File: src/rtl/onehot_sequencer.sv
// onehot_sequencer: accepts a multi-hot mask and replays each set bit as a
// one-hot beat plus its binary index, highest bit first, over valid/ready.
module onehot_sequencer #(
  parameter  int W  = 8,
  localparam int IW = (W > 1) ? $clog2(W) : 1
) (
  input  logic          clk,
  input  logic          reset,
  input  logic          in_valid,
  input  logic [W-1:0]  in_mask,
  output logic          in_ready,
  output logic          out_valid,
  input  logic          out_ready,
  output logic [W-1:0]  out_onehot,
  output logic [IW-1:0] out_index,
  output logic          out_last,
  output logic          drop_zero
);

  typedef enum logic {IDLE, EMIT} state_t;

  state_t       state, state_nxt;
  logic [W-1:0] pending, pending_nxt;
  logic         drop_nxt;
  logic         accept, beat;

  // Decode the current beat from registered pending only; upper bits
  // overwrite lower ones so the MSB wins. pending is zero outside EMIT,
  // which keeps onehot/index/last at zero while idle.
  always_comb begin
    out_onehot = '0;
    out_index  = '0;
    for (int i = 0; i < W; i++) begin
      if (pending[i]) begin
        out_onehot    = '0;
        out_onehot[i] = 1'b1;
        out_index     = IW'(i);
      end
    end
    out_last  = (pending != '0) && ((pending & (pending - W'(1))) == '0);
    out_valid = (state == EMIT);
  end

  // Handshake terms. in_ready also opens on the final beat so a new mask
  // can follow the old one without an idle cycle.
  always_comb begin
    in_ready = (state == IDLE) | ((state == EMIT) & out_last & out_ready);
    accept   = in_valid & in_ready;
    beat     = out_valid & out_ready;
  end

  // Next-state logic: load, clear bits beat by beat, chain or retire.
  always_comb begin
    state_nxt   = state;
    pending_nxt = pending;
    drop_nxt    = 1'b0;
    case (state)
      IDLE: begin
        if (accept) begin
          if (in_mask == '0) begin
            drop_nxt = 1'b1;
          end else begin
            pending_nxt = in_mask;
            state_nxt   = EMIT;
          end
        end
      end
      EMIT: begin
        if (beat) begin
          if (!out_last) begin
            pending_nxt = pending & ~out_onehot;
          end else if (accept && (in_mask != '0)) begin
            pending_nxt = in_mask;
          end else begin
            state_nxt   = IDLE;
            pending_nxt = '0;
            drop_nxt    = accept;
          end
        end
      end
    endcase
  end

  // State, mask and drop pulse registers; synchronous reset discards any
  // partially emitted mask.
  always_ff @(posedge clk) begin
    if (reset) begin
      state     <= IDLE;
      pending   <= '0;
      drop_zero <= 1'b0;
    end else begin
      state     <= state_nxt;
      pending   <= pending_nxt;
      drop_zero <= drop_nxt;
    end
  end

endmodule
File: config.mk
export PLATFORM = sky130hd
export DESIGN_NAME = onehot_sequencer
export DESIGN_NICKNAME = d
export VERILOG_FILES = /design/src/rtl/onehot_sequencer.sv
export SDC_FILE = /design/constraint.sdc
export NUM_CORES = 1
export LEC_CHECK = 0
export ABC_CLOCK_PERIOD_IN_PS = 1740
export CAP_MARGIN = 20
export CELL_PAD_IN_SITES_DETAIL_PLACEMENT = 0
export CELL_PAD_IN_SITES_GLOBAL_PLACEMENT = 2
export CORE_MARGIN = 2
export CORE_UTILIZATION = 23
export CTS_CLUSTER_SIZE = 40
export DETAILED_ROUTE_END_ITERATION = 8
export GPL_ROUTABILITY_DRIVEN = 0
export GPL_TIMING_DRIVEN = 0
export PLACE_DENSITY = 0.8
export SLEW_MARGIN = 10
export SYNTH_ARGS = -nofsm -noshare
export SYNTH_HDL_FRONTEND = slang
export SYNTH_SLANG_ARGS = --single-unit
File: constraint.sdc
create_clock -name clk -period 1.74 [get_ports clk]
set_input_delay 0.174 -clock clk [delete_from_list [all_inputs] [get_ports clk]]
set_output_delay 0.174 -clock clk [all_outputs]
set_load 0.05 [all_outputs]
==> load_flow_metrics.sql <==
INSERT INTO impl_metrics (metric_group, metric, value, unit) VALUES
('sta', 'worst_slack', '-0.279', 'ns'),
('critical_path', 'critical_path.endpoint_type', 'output pin', ''),
('synthesis', 'synth_sequential_area_ratio', '22.9', '%'),
('sta', 'finalHoldViolations', '0', ''),
('synthesis', 'ys_seq_elements', '10', ''),
('detailed_routing', 'number_of_nets_with_antenna_violations_after_routing', '0', ''),
('detailed_routing', 'route.detailed.vias_per_inst', '4.84', ''),
('die', 'row_count', '22', ''),
('critical_path', 'worst_ep_required_time', '1.57', 'ns'),
('outcome', 'failed_checks', 'setup timing', ''),
('die', 'design.portCount', '27', ''),
('detailed_routing', 'first_iter_violations', '53', ''),
('layout', 'antennaDiodeCount', '0', ''),
('clocking', 'worstSkewPairLatency', '0.24', 'ns'),
('sta', 'slew_headroom', '66.8', '%'),
('layout', 'nFillCells', '369', ''),
('synthesis', 'largest_family_of_logic_cells_by_synthesized_area', 'compound AO/OA/AOI/OAI gates', ''),
('layout', 'area.growth.synth_to_final', '70.8', '%'),
('power', 'vdd.ir_drop.worst', '0.331', 'mV'),
('layout', 'multiInputGateArea', '694', 'µm²'),
('power', 'design_power_total', '1250', 'µW'),
('grt', 'grt_pass1_wl', '4660', 'µm'),
('synthesis', 'xor_xnor_share_of_the_synthesized_area', '1.00', '%'),
('layout', 'layout.area.seq', '205', 'µm²'),
('critical_path', 'reg2reg_setup_slack', '-0.14', 'ns'),
('clocking', 'ctsRootBufferMaster', 'sky130_fd_sc_hd__clkbuf_8', ''),
('detailed_routing', 'route.final.wire_length', '2770', 'µm'),
('clocking', 'max-clock-path-buffers', '2', ''),
('run', 'maxCapViolCount', '0', ''),
('grt', 'grt_max_degree', '11', ''),
('clocking', 'cts.clk_slew.worst_paths', '0.05', 'ns'),
('die', 'design.core.area', '3660', 'µm²'),
('synthesis', 'post_synth_edffs', '0', ''),
('die', 'die_area', '4310', 'µm²'),
('clocking', 'cts_hold_fix_bufs', '0', ''),
('synthesis', 'yosys.area_share.adder', '0', '%'),
('die', 'die_width', '65.6', 'µm'),
('synthesis', 'synth-warning-count', '0', ''),
('synthesis', 'avgSynthCellArea', '8.48', 'µm²'),
('sta', 'grt_setup_unrepaired', 'true', ''),
('synthesis', 'synth_fp_nets', '115', ''),
('sta', 'finalMaxSlewViolations', '0', ''),
('power', 'p_per_area', '838', 'nW/µm²'),
('sta', 'final-setup-viol-count', '13', ''),
('min_path', 'min_path_type', 'input port to flop', ''),
('critical_path', 'timing.critical_path.fanout_max', '7', ''),
('power', 'power.leakage', '0.000630', 'µW'),
('clocking', 'cts_max_level', '1', ''),
('grt', 'number_of_antenna_violations_at_the_first_check_in_global_routing', '0', ''),
('critical_path', 'critical_path_arrival', '1.85', 'ns'),
('sta', 'fin_crit_share', '116', '%'),
('placement', 'buffer_ports.inserted', '26', ''),
('grt', 'grt_pass1_vias', '959', ''),
('synthesis', 'dominantRegCellSynth', 'sky130_fd_sc_hd__dfxtp_1', ''),
('layout', 'final_nets', '158', ''),
('layout', 'layout-drive-gt1-share', '51.0', '%'),
('sta', 'fin_tns_setup', '-1.73', 'ns'),
('placement', 'place_hpwl', '1880', 'µm'),
('synthesis', 'post_synth_num_cell_types', '48', ''),
('detailed_routing', 'remaining_drc_errors', '0', ''),
('sta', 'min_period', '2.02', 'ns'),
('clocking', 'cts_made_buffers', '3', ''),
('sta', 'finalClockSkew', '0.00398', 'ns'),
('sta', 'max_slew.worst_pin.slew', '0.497', 'ns'),
('die', 'floorplan.die.height', '65.6', 'µm'),
('critical_path', 'critPathLaunchType', 'flop', ''),
('clocking', 'numClockSinks', '10', ''),
('sta', 'achievable_frequency', '0.495', 'GHz'),
('detailed_routing', 'drt_first_pass_iters', '4', ''),
('outcome', 'run_status', 'complete, but fails checks', ''),
('synthesis', 'syn_area', '873', 'µm²'),
('synthesis', 'synth_compound_area_share', '32.1', '%'),
('detailed_routing', 'detail_route.wl_per_cell', '14.3', 'µm'),
('synthesis', 'synth-async-reset-ratio', '0', '%'),
('synthesis', 'post_synth_and_or_nand_nor_area_fraction', '27.2', '%'),
('sta', 'hold_worst_slack', '0.525', 'ns'),
('grt', 'globalRouteTotalUtil', '14.2', '%'),
('grt', 'globalRoute.totalOverflow', '0', ''),
('critical_path', 'criticalPathCategory', 'flop to output pin', ''),
('synthesis', 'synth_cells', '103', ''),
('clocking', 'cts_tree', 'done', ''),
('detailed_routing', 'vias', '934', ''),
('die', 'floorplan.initialDensity', '23.9', '%'),
('synthesis', 'synth_mux_area_share', '1.15', '%');
[flip-flops by register name, indices dropped and copies added (netlist names)]
register   flops
drop_zero      1
pending        8
out_valid      1
[cell usage in the layout, fill, tap and decap left out, types with 3 or more instances in the layout]
cell type / count
sky130_fd_sc_hd__nor2_1: 5
sky130_fd_sc_hd__clkbuf_8: 5
sky130_fd_sc_hd__nand2_1: 4
sky130_fd_sc_hd__buf_6: 9
sky130_fd_sc_hd__dfxtp_1: 6
sky130_fd_sc_hd__o32ai_2: 4
sky130_fd_sc_hd__nand3b_1: 4
sky130_fd_sc_hd__a21oi_1: 3
sky130_fd_sc_hd__dfxtp_2: 4
sky130_fd_sc_hd__clkdlybuf4s50_1: 13
sky130_fd_sc_hd__buf_4: 14
sky130_fd_sc_hd__a211o_1: 3
sky130_fd_sc_hd__inv_1: 14
[metrics by stage]
stage | worst slack (ns) | area, µm² | util [%] | cells
after detailed placement | -0.810 | 1220 | 33.4 | 177
after CTS | -0.273 | 1470 | 40.2 | 192
final | -0.279 | 1490 | 40.7 | 193
after global routing | -0.349 | 1490 | 40.7 | 193
after global placement | -0.814 | 1220 | 33.4 | 177
after floorplan | -0.180 | 903 | - | 103
[repair_timing]
action                                  4_1_cts  5_1_grt
setup buffers                                11        2
endpoints found under the setup margin       23       19
pin swaps                                     6        8
hold endpoints to repair                      0        0
resized for setup                            87       13
[path summary, 6_finish.rpt]
kind / to / from / depth (start not counted)
hold / removal: pending[1]$_SDFFE_PP0P_ / in_mask[1] / 3
setup / recovery: in_ready / pending[3]$_SDFFE_PP0P_ / 6
hold reg to reg: pending[1]$_SDFFE_PP0P_ / pending[1]$_SDFFE_PP0P_ / 2
setup reg to reg: pending[3]$_SDFFE_PP0P_ / pending[3]$_SDFFE_PP0P_ / 8
[worst max-delay path, stage by stage, from the launching register on]
cell and delay, ns:
sky130_fd_sc_hd__dfxtp_1 0.30, sky130_fd_sc_hd__buf_6 0.13, sky130_fd_sc_hd__nor4_4 0.28, sky130_fd_sc_hd__mux2i_2 0.34
sky130_fd_sc_hd__a211oi_2 0.14, sky130_fd_sc_hd__or2_4 0.26, sky130_fd_sc_hd__buf_8 0.15
[report_power, final]
part / switching [µW] / internal, µW / total (µW)
clock network: 98.7 / 200 / 298
registers: 29.3 / 248 / 277
logic: 378 / 297 / 675
total: 506 / 745 / 1250
[kinds of logic (layout without fill, tap and decap cells)]
family	after synthesis	after routing
and+or+nand+nor	39	39
AOI/OAI and AO/OA	31	31
buffers and inverters	21	63
muxes	1	1
xor gates and xnor gates	1	1
DFF	10	10
[routing by layer]
layer	vias up	GRT usage, %	wire (µm)	share of wire [%]
li1	461	-	-	-
met1	448	18.9	1270	46
met2	21	22.9	1380	50
met3	4	1.71	77	2.8
met4	0	6.25	44	1.6
met5	-	0	0	0
[area by class of cell]
| class | count | share of cell area, % |
|---|---|---|
| inverters | 14 | 3.52 |
| well taps | 48 | 4.03 |
| plain buffers | 6 | 4.53 |
| multi-input cells | 72 | 46.6 |
| clock buffers | 4 | 3.69 |
| repair buffers | 39 | 23.9 |
| flip-flops and latches | 10 | 13.8 |
[cell usage after synthesis (all sizes together), types with 3 or more instances]
cell type | instances | area, µm²
inv | 14 | 52.6
dfxtp | 10 | 200
nor2 | 8 | 30.0
a211o | 5 | 45.0
a21oi | 5 | 25.0
buf | 5 | 57.6
nand2 | 4 | 15.0
nand3b | 4 | 30.0
nor3 | 4 | 20.0
o32ai | 4 | 35.0
and2 | 3 | 23.8
nor4 | 3 | 25.0
o21ai | 3 | 18.8
No activity file was read; power rests on OpenSTA's default activity.
